==> src/rtl/axis_rx_msix_decoder_if.sv <==
// PCIe SS AXI-S stream bundle: 512-bit data beat plus vendor sideband carrying the DM-encoding flag.
interface pcie_ss_axis_if;
    logic         tvalid;
    logic         tready;
    logic [511:0] tdata;
    logic [63:0]  tkeep;
    logic         tlast;
    logic [9:0]   tuser_vendor;

    modport sink (
        input  tvalid,
        input  tdata,
        input  tkeep,
        input  tlast,
        input  tuser_vendor,
        output tready
    );

    modport source (
        output tvalid,
        output tdata,
        output tkeep,
        output tlast,
        output tuser_vendor,
        input  tready
    );
endinterface

==> src/rtl/axis_rx_msix_decoder.sv <==
// Decodes DM-encoded interrupt headers from the RX stream, filters by function and queues vector
// numbers for an interrupt consumer; every other packet is consumed and dropped.
//
//  state   | meaning
//  --------+------------------------------------------------------------
//  ST_SOP  | next accepted beat is a packet header; classify it
//  ST_BODY | discard remaining beats of the current packet until tlast
module axis_rx_msix_decoder #(
    parameter logic [2:0]  PF_NUM     = 3'd0,
    parameter logic [10:0] VF_NUM     = 11'd0,
    parameter logic        VF_ACTIVE  = 1'b0,
    parameter bit          MATCH_FUNC = 1'b1,
    parameter int          FIFO_DEPTH = 8
) (
    input  logic          clk,
    input  logic          rst_n,
    pcie_ss_axis_if.sink  axis_rx_if,
    output logic          msix_strb,
    output logic [15:0]   msix_num,
    input  logic          msix_ready,
    output logic          axis_rx_error,
    output logic [31:0]   intr_cnt,
    output logic [31:0]   drop_cnt
);
    localparam int PTR_W = $clog2(FIFO_DEPTH);
    localparam int CNT_W = PTR_W + 1;
    localparam logic [7:0] DM_INTR = 8'h30;
    localparam int TUSER_DM_ENCODING_BIT = 0;
    localparam logic [PTR_W-1:0] PTR_ONE = 1;
    localparam logic [CNT_W-1:0] CNT_ONE = 1;
    localparam logic [CNT_W-1:0] CNT_FULL = CNT_W'(FIFO_DEPTH);
    localparam logic [31:0] CNT_MAX = 32'hFFFF_FFFF;

    localparam logic [0:0] ST_SOP  = 1'b0;
    localparam logic [0:0] ST_BODY = 1'b1;

    logic [0:0]       state;
    logic [15:0]      mem [FIFO_DEPTH];
    logic [PTR_W-1:0] wr_ptr;
    logic [PTR_W-1:0] rd_ptr;
    logic [CNT_W-1:0] count;

    // Header fields: fmt_type[31:24], vector_num[47:32], pf_num[66:64], vf_num[77:67], vf_active[78]
    logic [7:0]  hdr_fmt_type;
    logic [15:0] hdr_vector;
    logic [2:0]  hdr_pf;
    logic [10:0] hdr_vf;
    logic        hdr_vf_active;
    logic        dm_bit;

    assign hdr_fmt_type  = axis_rx_if.tdata[31:24];
    assign hdr_vector    = axis_rx_if.tdata[47:32];
    assign hdr_pf        = axis_rx_if.tdata[66:64];
    assign hdr_vf        = axis_rx_if.tdata[77:67];
    assign hdr_vf_active = axis_rx_if.tdata[78];
    assign dm_bit        = axis_rx_if.tuser_vendor[TUSER_DM_ENCODING_BIT];

    logic unused_bits;
    assign unused_bits = ^{axis_rx_if.tkeep, axis_rx_if.tuser_vendor[9:1],
                           axis_rx_if.tdata[511:79], axis_rx_if.tdata[63:48],
                           axis_rx_if.tdata[23:0]};

    logic fifo_full;
    logic ready;
    logic beat;
    logic hdr_fire;
    logic func_ok;
    logic is_intr_fmt;
    logic push;
    logic pop;
    logic hdr_err;

    assign fifo_full   = (count == CNT_FULL);
    assign ready       = rst_n && ((state == ST_BODY) || !fifo_full);
    assign axis_rx_if.tready = ready;
    assign beat        = axis_rx_if.tvalid && ready;
    assign hdr_fire    = beat && (state == ST_SOP);
    assign is_intr_fmt = (hdr_fmt_type == DM_INTR);
    assign func_ok     = !MATCH_FUNC || ((hdr_pf == PF_NUM) && (hdr_vf == VF_NUM) &&
                                         (hdr_vf_active == VF_ACTIVE));
    assign push        = hdr_fire && dm_bit && is_intr_fmt && func_ok;
    assign hdr_err     = hdr_fire && is_intr_fmt && !dm_bit;

    assign msix_strb = (count != '0);
    assign msix_num  = msix_strb ? mem[rd_ptr] : 16'h0000;
    assign pop       = msix_strb && msix_ready;

    always_ff @(posedge clk or negedge rst_n) begin
        if (!rst_n) begin
            state <= ST_SOP;
        end else if (beat) begin
            state <= axis_rx_if.tlast ? ST_SOP : ST_BODY;
        end
    end

    // Storage needs no reset; msix_num is masked while the FIFO is empty.
    always_ff @(posedge clk) begin
        if (push) begin
            mem[wr_ptr] <= hdr_vector;
        end
    end

    always_ff @(posedge clk or negedge rst_n) begin
        if (!rst_n) begin
            wr_ptr <= '0;
            rd_ptr <= '0;
            count  <= '0;
        end else begin
            if (push) wr_ptr <= wr_ptr + PTR_ONE;
            if (pop)  rd_ptr <= rd_ptr + PTR_ONE;
            case ({push, pop})
                2'b10:   count <= count + CNT_ONE;
                2'b01:   count <= count - CNT_ONE;
                default: count <= count;
            endcase
        end
    end

    always_ff @(posedge clk or negedge rst_n) begin
        if (!rst_n) begin
            axis_rx_error <= 1'b0;
            intr_cnt      <= '0;
            drop_cnt      <= '0;
        end else begin
            axis_rx_error <= hdr_err;
            if (push && (intr_cnt != CNT_MAX)) begin
                intr_cnt <= intr_cnt + 32'd1;
            end
            if (hdr_fire && !push && (drop_cnt != CNT_MAX)) begin
                drop_cnt <= drop_cnt + 32'd1;
            end
        end
    end
endmodule

==> src/flat_wrapper.sv <==
// flat-port wrapper written by rule: the top's interface ports become plain ports
module axis_rx_msix_decoder_flat 
#(
    parameter logic [2:0]  PF_NUM     = 3'd0,
    parameter logic [10:0] VF_NUM     = 11'd0,
    parameter logic        VF_ACTIVE  = 1'b0,
    parameter bit          MATCH_FUNC = 1'b1,
    parameter int          FIFO_DEPTH = 8
)
  (clk, rst_n, msix_strb, msix_num, msix_ready, axis_rx_error, intr_cnt, drop_cnt, axis_rx_if_tvalid, axis_rx_if_tdata, axis_rx_if_tkeep, axis_rx_if_tlast, axis_rx_if_tuser_vendor, axis_rx_if_tready);
  pcie_ss_axis_if axis_rx_if_i ();
  input  logic clk;
  input  logic rst_n;
  output logic msix_strb;
  output logic [15:0] msix_num;
  input  logic msix_ready;
  output logic axis_rx_error;
  output logic [31:0] intr_cnt;
  output logic [31:0] drop_cnt;
  input wire logic [$bits(axis_rx_if_i.tvalid)-1:0] axis_rx_if_tvalid;
  input wire logic [$bits(axis_rx_if_i.tdata)-1:0] axis_rx_if_tdata;
  input wire logic [$bits(axis_rx_if_i.tkeep)-1:0] axis_rx_if_tkeep;
  input wire logic [$bits(axis_rx_if_i.tlast)-1:0] axis_rx_if_tlast;
  input wire logic [$bits(axis_rx_if_i.tuser_vendor)-1:0] axis_rx_if_tuser_vendor;
  output wire logic [$bits(axis_rx_if_i.tready)-1:0] axis_rx_if_tready;
  assign axis_rx_if_i.tvalid = axis_rx_if_tvalid;
  assign axis_rx_if_i.tdata = axis_rx_if_tdata;
  assign axis_rx_if_i.tkeep = axis_rx_if_tkeep;
  assign axis_rx_if_i.tlast = axis_rx_if_tlast;
  assign axis_rx_if_i.tuser_vendor = axis_rx_if_tuser_vendor;
  assign axis_rx_if_tready = axis_rx_if_i.tready;
  axis_rx_msix_decoder #(.PF_NUM(PF_NUM), .VF_NUM(VF_NUM), .VF_ACTIVE(VF_ACTIVE), .MATCH_FUNC(MATCH_FUNC), .FIFO_DEPTH(FIFO_DEPTH)) u_core (.clk(clk), .rst_n(rst_n), .axis_rx_if(axis_rx_if_i), .msix_strb(msix_strb), .msix_num(msix_num), .msix_ready(msix_ready), .axis_rx_error(axis_rx_error), .intr_cnt(intr_cnt), .drop_cnt(drop_cnt));
endmodule
==> config.mk <==
export PLATFORM = sky130hd
export DESIGN_NAME = axis_rx_msix_decoder_flat
export DESIGN_NICKNAME = d
export VERILOG_FILES = /design/src/rtl/axis_rx_msix_decoder_if.sv /design/src/rtl/axis_rx_msix_decoder.sv /design/src/flat_wrapper.sv
export SDC_FILE = /design/constraint.sdc
export NUM_CORES = 1
export LEC_CHECK = 0
export CAP_MARGIN = 10
export CELL_PAD_IN_SITES_DETAIL_PLACEMENT = 0
export CELL_PAD_IN_SITES_GLOBAL_PLACEMENT = 2
export CORE_AREA = 8 8 259 261
export CTS_CLUSTER_SIZE = 14
export DETAILED_ROUTE_END_ITERATION = 8
export DIE_AREA = 0 0 267 269
export PLACE_DENSITY_LB_ADDON = 0.1
export SYNTH_ARGS = -nofsm -noshare
export SYNTH_HDL_FRONTEND = slang
export SYNTH_SLANG_ARGS = --single-unit
export TNS_END_PERCENT = 100
==> constraint.sdc <==
create_clock -name clk -period 6 [get_ports clk]
set_input_delay 1.2 -clock clk [delete_from_list [all_inputs] [get_ports clk]]
set_output_delay 1.2 -clock clk [all_outputs]
set_load 0.03 [all_outputs]
-- After elaboration in Yosys (flattened, before gate mapping)
Memories as Yosys holds them, arrays and structs flattened.
Index checks and enable logic that the tools add are counted.
- bits in registers: 76
- bits in writable memories: 128
- input port bits: 591
- output and inout bits: 83
- logic and storage cells: 49
- memories kept: 1
- $add $sub $neg: 6
- equality and inequality tests: 6
- multiplexer cells: 5
- bitwise operators: 2
- reduce and logical (&&, ||, !) cells: 22
- memory list (memory ; depth ; width ; rd ports ; clocked after memory_dff ; wr ports ; line ; text):
    u_core.mem ; 8 ; 16 ; 1 ; 0 ; 1 ; axis_rx_msix_decoder.sv:38 ; logic [15:0] mem [FIFO_DEPTH];
- operators with widths (kind ; number):
    $add A32 B1 Y32 const B ; 2
    $ne A32 B32 Y1 const B ; 2
    $mux W16 ; 1
    $logic_and A1 B1 Y1 ; 14
    $logic_not A11 Y1 ; 1
    $eq A8 B6 Y1 const B ; 1
    $pmux W4 S2 ; 1
    $add A3 B1 Y3 const B ; 2
    $add A4 B1 Y4 const B ; 1
    $eq A4 B4 Y1 const B ; 1
    $reduce_bool A4 Y1 ; 1
    $sub A4 B1 Y4 const B ; 1
    $logic_not A1 Y1 ; 3
    $logic_not A3 Y1 ; 1
    $mux W1 ; 3
    $eq A2 B1 Y1 const B ; 1
    $eq A2 B2 Y1 const B ; 1
    $not A1 Y1 ; 2
    $reduce_bool A2 Y1 ; 1
    $logic_or A1 B1 Y1 ; 1

-- Logic depth before layout (Yosys ltp)
Gate-level depths: netlist (run 1).
- depth in word-level cells: 12
- depth in mapped cells: 12
- depth with buffers taken out: 11

-- Worst setup path before layout (run 1)
OpenSTA, ideal clock, no wires.
- path type: input port to flip-flop
- start: input axis_rx_if_tdata[25]
- end: memory u_core.mem[4][0] (enable)
- setup time: 0.436 ns
- arrival: 3.868 ns
- required time: 5.564 ns
- setup slack: 1.695 ns
- cell stages on the path: 5
- path buffers: 0
- cell sequence: nor4_1 nand4_1 nor3_4 inv_2 nor4b_1
- longest elaborated chain between the ends: 5
- ends and longest elaborated chain (what ; line ; text):
    start, declared ; flat_wrapper.sv:21 ; input wire logic [$bits(axis_rx_if_i.tdata)-1:0] axis_rx_if_tdata;
    $eq A8 B6 Y1 ; axis_rx_msix_decoder.sv:78 ; assign is_intr_fmt = (hdr_fmt_type == DM_INTR);
    $logic_and A1 B1 Y1 (2 in a row) ; axis_rx_msix_decoder.sv:81 ; assign push = hdr_fire && dm_bit && is_intr_fmt && func_ok;
    $mux W1 ; axis_rx_msix_decoder.sv:98 ; if (push) begin
    $mux W1 (not written as such) ; axis_rx_msix_decoder.sv:99 ; mem[wr_ptr] <= hdr_vector;
    end, declared ; axis_rx_msix_decoder.sv:38 ;
No other way between the ends.

-- Final worst setup path (run 1)
- start: register u_core.rd_ptr[0]
- end: output msix_num[8]
- longest elaborated chain between the ends: 2
- ends and longest elaborated chain (what ; line ; text):
    start, declared ; axis_rx_msix_decoder.sv:40 ; logic [PTR_W-1:0] rd_ptr;
    start signal, assigned ; axis_rx_msix_decoder.sv:110 ; if (pop) rd_ptr <= rd_ptr + PTR_ONE;
    $mem_v2 Z8 W16 ; -- ;
    $mux W16 ; axis_rx_msix_decoder.sv:85 ; assign msix_num = msix_strb ? mem[rd_ptr] : 16'h0000;
    end, declared ; flat_wrapper.sv:15 ; output logic [15:0] msix_num;
No other way between the ends.

==> metrics.txt, run 1 <==
Core Area=between 60,000 and 70,000 um^2; Max Fclk=222.6 MHz; clock skew=~0.022 ns; cts hold-fix bufs=0; DRC Markers=0; mux cell area share after synthesis=0.1069; Worst EP required=4.80 ns; final worst path period share=0.7486; post-synth net total=around 1,200; ranking of synthesized cells by area=edfxtp_1, dfrtp_1, mux4_2, xnor2_1, xor2_1; cell count after placement=1,522; CTS resizes=0; final WL=approximately 27,000 um; hpwl dp=18,210 um; largest family of logic cells by synthesized area=simple AND/OR/NAND/NOR gates; Die Y-Extent=between 200 and 300 um; Crit Path Class=reg2out; Max clock buf depth=3; vias per cell=3.366; num rows=92; grt total ovfl=0; Yosys warning count=0; post-synthesis cell count=about 560; max-cap violations=0; unrepaired setup endpoints after global routing=false; Synth async-reset ratio=0.3725; power after layout=approximately 3.3 mW; outcome=finished, final reports clean; Post-Synth Adder-Cell Area=0.01012; Detail Route Antenna Nets=0; die area=between 70,000 and 80,000 um^2; drt wl/cell=around 17 um; dominant synthesized flop cell=edfxtp_1; final hold vios=0; min-delay src=u_core.drop_cnt[9]$_DFFE_PN0P_; top-area cell type share of the netlist area=0.4439; Syn Std Cell Area=8658 um^2; Max FO, Critical Path=20; VDD IR-drop max=~0.00019 V; Slew @ Worst Pin=1.002 ns; final setup fails=0; TritonRoute pass-1 iters=4; synth unique cells=46; CTS clk-pin slew, worst paths=0.06 ns; most frequent cells in the layout=edfxtp_1, clkdlybuf4s50_1, dfrtp_1; via count=between 5,000 and 6,000; simple-gate share of the synthesized area=0.1253; Max-slew headroom=0.3322; clock latency on the worst-skew pair=~0.56 ns; initial antenna violation count=2; synthesis-stage register bit count=204; hold_ws=approximately 0.50 ns; number of flops mapped to enable cells by yosys=approximately 130; Worst R2R Start=u_core.count[1]$_DFFE_PN0P_; Worst Setup SP=u_core.rd_ptr[0]$_DFFE_PN0P_; Post-Layout Cell Count=~1,600; final worst path period need=4.492 ns; Initial DRC Count=217; depth of the CTS H-tree=1; most common cell after layout, fill and taps aside=edfxtp_1; die span in x=around 270 um; Worst setup EP type=output pin; largest net degree at the start of global routing=61; number of CTS-inserted buffers=28; pwr dens=278.0 nW/um^2; CTS tree=built; Max Transition Viols Final=0; Core Util, Final=0.1905; # Post-CTS Setup Buffers=0; layout cell share with drive strength beyond 1=0.1621; All-Layer GR Usage=0.07577; cell taking the most area after synthesis=edfxtp_1; Synth Area in Compound Gates=0.005780; Post-Synth XOR/XNOR Area=0.07182; Placer Congestion=0.6956; clock sinks=~200; nets=roughly 1,300; cell leakage power=roughly 4.1 nW; vias in the first global route=6,120; Setup crit start kind=flop; Initial Util=0.1380; Avg Cell Area, Syn=around 16 um^2; post-synthesis sequential area ratio=0.6636; CTS root buffer=clkbuf_16; PortBufs=127; Area Overhead vs Synth=38.06%; worst hold-check path type=reg2reg; first-pass GRT wire length=between 40,000 and 50,000 um; num ports=674; CP Data Arrival Time=around 3.3 ns; setup tns final=0 ns
## cell usage after synthesis (all sizes together), types with 2 or more instances
cell type,number
a21oi,4
a31oi,2
and2,3
and3,12
and4,5
and4b,2
buf,13
clkbuf,8
dfrtp,76
edfxtp,128
ha,7
inv,9
mux2,4
mux2i,16
mux4,32
nand2,32
nand3,24
nand4,29
nor2,43
nor2b,3
nor3,12
nor3b,2
nor4,10
nor4b,4
or4,2
xnor2,47
xor2,24
## metal layers
layer / share of wire / wire length, um / GRT usage
met1: 0.40 / 11100 / 0.08393
met2: 0.47 / 12940 / 0.1269
met3: 0.098 / 2686 / 0.03738
met4: 0.027 / 733 / 0.02426
met5: 0.00080 / 22 / 0
## logic make-up after synthesis
family,count (synthesis)
and+or+nand+nor,186
xor gates and xnor gates,71
AOI/OAI and AO/OA,8
muxes,52
adders and majority gates,7
DFF,204
buffers and inverters,30
## through the flow
stage               area [um^2]  setup slack, ns
floorplan                  8658            1.695
global placement          11020            1.814
detailed placement        11020            1.837
CTS                       11950            1.305
global route              11950            1.217
finish                    11950            1.508
## report_power, final
group          internal [mW]  switching (mW)
clock                   1.00           0.636
combinational         0.0634          0.0837
sequential              1.51          0.0252
total                   2.58           0.745
## final cells by class
| class | count | area [um^2] |
|---|---|---|
| Sequential cell | 204 | 5749 |
| Clock inverter | 10 | 132.6 |
| Antenna cell | 1 | 2.502 |
| Multi-Input combinational cell | 324 | 2824 |
| Tap cell | 846 | 1059 |
| Timing Repair Buffer | 139 | 1359 |
| Clock buffer | 42 | 794.5 |
| Fill cell | 6721 | 50780 |
| Inverter | 9 | 33.78 |
## worst max-delay path, cell delays in order, from the launching register on
cell             delay (ns)
dfrtp_2                0.73
buf_4                  0.51
mux4_2                 0.56
mux2i_1                0.21
nor2_1                 0.10
clkdlybuf4s50_1        0.61
## registers in the layout, summed over array words and instances, names as in the netlist
| name | cells |
|---|---|
| u_core.mem | 128 |
| u_core.rd_ptr | 3 |
| u_core.count | 4 |
| u_core.intr_cnt | 32 |
| u_core.wr_ptr | 3 |
| u_core.state | 1 |
| u_core.drop_cnt | 32 |
| u_core.axis_rx_error | 1 |
## path summary, 6_finish.rpt
| path | slack, ns | end | cells after the start |
|---|---|---|---|
| max reg2reg | 2.90 | u_core.count[2]$_DFFE_PN0P_ | 12 |
| min | 0.50 | u_core.drop_cnt[9]$_DFFE_PN0P_ | 1 |
| max in group asynchronous | 4.29 | u_core.rd_ptr[1]$_DFFE_PN0P_ | 2 |
| max | 1.51 | msix_num[8] | 5 |
| min in group asynchronous | 0.51 | u_core.drop_cnt[14]$_DFFE_PN0P_ | 1 |
| min reg2reg | 0.50 | u_core.drop_cnt[9]$_DFFE_PN0P_ | 1 |
Power figures use the tool's default switching activity.
==> run 2, diff against run 1 <==
--- a/config.mk
+++ b/config.mk
@@ -8,10 +8,10 @@
 export CAP_MARGIN = 10
 export CELL_PAD_IN_SITES_DETAIL_PLACEMENT = 0
 export CELL_PAD_IN_SITES_GLOBAL_PLACEMENT = 2
-export CORE_AREA = 8 8 259 261
+export CORE_AREA = 8 8 256 258
 export CTS_CLUSTER_SIZE = 14
 export DETAILED_ROUTE_END_ITERATION = 8
-export DIE_AREA = 0 0 267 269
+export DIE_AREA = 0 0 264 266
 export PLACE_DENSITY_LB_ADDON = 0.1
 export SYNTH_ARGS = -nofsm -noshare
 export SYNTH_HDL_FRONTEND = slang
==> constraint.sdc (replaced) <==
create_clock -name clk -period 3.7 [get_ports clk]
set_input_delay 0.74 -clock clk [delete_from_list [all_inputs] [get_ports clk]]
set_output_delay 0.74 -clock clk [all_outputs]
set_load 0.03 [all_outputs]
==> metrics.txt, run 2 (synthesized netlist as in run 1, its figures left out) <==
Setup crit start kind=flop; vias per cell=3.467 (+3.0%); vias in the first global route=6,010 (-1.8%); clock sinks=204 (unchanged); worst hold-check path type=in2async; via count=5,280 (-0.41%); CTS root buffer=clkbuf_16; ant diodes=0 (-1); Max-slew headroom=0.4616 (+0.1294); critical-path cell list=buf_12 -> mux4_2 -> mux2i_1 -> nor2_1 -> clkdlybuf4s50_1; DRC Markers=0 (unchanged); most frequent cells in the layout=edfxtp_1, clkdlybuf4s50_1, dfrtp_1; All-Layer GR Usage=0.07699 (+0.001224); Max Fclk=286.5 MHz; Die Y-Extent=266 um (-1.1%); Area Overhead vs Synth=38.73%; power after layout=5.203 mW (+57%); most common cell after layout, fill and taps aside=edfxtp_1; Setup WS post-layout=0.2099 ns (-1.298 ns); Placer Congestion=0.6855 (-1.5%); Initial Util=0.1413 (+0.003332); Top reg by flops=u_core.mem; layout cell share with drive strength beyond 1=0.1637 (+0.001623); Max clock buf depth=3 (unchanged); CP Data Arrival Time=2.75 ns (-0.54 ns); Max stage delay cell, worst path=clkdlybuf4s50_1; Worst Setup SP=u_core.rd_ptr[0]$_DFFE_PN0P_; final hold vios=0 (unchanged); Detail Route Antenna Nets=0 (unchanged); number of CTS-inserted buffers=28 (unchanged); CP bufs+invs=2 (unchanged); Worst EP required=2.96 ns (-1.84 ns); first-pass GRT wire length=40,560 um (+0.53%); TritonRoute pass-1 iters=4 (unchanged); depth of the CTS H-tree=1 (unchanged); Largest register FFs=128 (unchanged); hpwl dp=18,110 um (-0.58%); cts hold-fix bufs=0 (unchanged); Worst setup EP type=output pin; DR WL met2=12,690 um (-1.9%); CP peak stage delay=0.61 ns (-0.12 ns); outcome=finished, final reports clean; clock skew=0.02402 ns (+0.001695 ns); unrepaired setup endpoints after global routing=false; final worst path period need=roughly 3.5 ns; Crit path max-delay family=multiplexers; die span in x=264 um (-1.1%); Metal-1 WL=10,650 um (-4.0%); grt total ovfl=0 (unchanged); largest net degree at the start of global routing=57 (-6.6%); hold_ws=0.07161 ns (-0.4283 ns); Slew @ Worst Pin=0.8075 ns (-0.1941 ns); largest registers=u_core.mem: 128 flops, u_core.drop_cnt: 32 flops, u_core.intr_cnt: 32 flops; initial antenna violation count=6 (+4); CTS tree=built; Initial DRC Count=250 (+15%); cell leakage power=4.163 nW (+0.82%); final WL=27,210 um (-0.99%); PortBufs=127 (unchanged); Worst R2R Start=u_core.count[1]$_DFFE_PN0P_; clock latency on the worst-skew pair=0.57 ns (about the same); final worst path period share=0.9433; Top Layer Used=met5; Max FO, Critical Path=8 (-60%); pwr dens=433.1 nW/um^2 (+56%); num ports=674 (unchanged); nets=1,313 (+0.69%); Max Transition Viols Final=0 (unchanged); VDD IR-drop max=0.0002717 V (+42%); final setup fails=0 (unchanged); num rows=91 (-1.1%); Place WS=0.2300 ns (-1.607 ns); CTS clk-pin slew, worst paths=0.05 ns (about the same); max-cap violations=0 (unchanged); drt wl/cell=17.86 um (+2.4%); met3 wire length=3221 um (+20%); Crit Path Class=reg2out; die area=70,220 um^2 (-2.2%); Core Area=61,260 um^2 (-2.4%)
==> run 2: power by group <==
| part | switching, mW | leakage (nW) | total (mW) | internal (mW) |
|---|---|---|---|---|
| Sequential | 0.0414 | 2.20 | 2.49 | 2.45 |
| Clock | 1.02 | 0.401 | 2.47 | 1.45 |
| Combinational | 0.136 | 1.57 | 0.240 | 0.104 |
==> run 2: layout make-up <==
class / instances / area [um^2]
clock buffers: 41 / 779.5
clock inverters: 7 / 62.56
fillers: 6602 / 49240
inverters: 9 / 33.78
multi-input cells: 324 / 2821
flip-flops and latches: 204 / 5749
well taps: 790 / 988.4
repair buffers: 148 / 1577
==> run 2: what timing repair did <==
action                                  in CTS  in global routing
setup buffers                                2                  0
gates resized for setup                      2                  0
endpoints found under the setup margin      10                  0
==> run 2: through the flow <==
stage,std cells,TNS (ns),area [um^2],utilization
4_1_cts,1523,0,12010,0.1961
3_5_place_dp,1473,0,11140,0.1818
5_1_grt,1523,0,12010,0.1961
3_3_place_gp,1473,0,11140,0.1818
6_report,1523,0,12010,0.1961
2_1_floorplan,558,-4.631,8658,-
==> run 2: routing by layer <==
layer | GRT usage | up-vias
li1 | - | 2414
met1 | 0.08534 | 2665
met2 | 0.1261 | 138
met3 | 0.04364 | 51
met4 | 0.02126 | 12
met5 | 0 | -
==> run 2: worst paths after layout <==
path	end	slack (ns)	cells after the start
setup / recovery	msix_num[10]	0.21	5
hold / removal	u_core.drop_cnt[1]$_DFFE_PN0P_	0.07	1
setup reg to reg	u_core.count[2]$_DFFE_PN0P_	1.08	11
hold reg to reg	u_core.rd_ptr[2]$_DFFE_PN0P_	0.49	1
max in group asynchronous	u_core.rd_ptr[0]$_DFFE_PN0P_	2.44	2
min in group clk	u_core.rd_ptr[2]$_DFFE_PN0P_	0.49	1
==> run 3, diff against run 2 <==
--- a/config.mk
+++ b/config.mk
@@ -13,6 +13,7 @@
 export DETAILED_ROUTE_END_ITERATION = 8
 export DIE_AREA = 0 0 264 266
 export PLACE_DENSITY_LB_ADDON = 0.1
+export SLEW_MARGIN = 10
 export SYNTH_ARGS = -nofsm -noshare
 export SYNTH_HDL_FRONTEND = slang
 export SYNTH_SLANG_ARGS = --single-unit
==> results of run 3 <==
No change in the layout: final DEF, timing and power equal those of run 2.
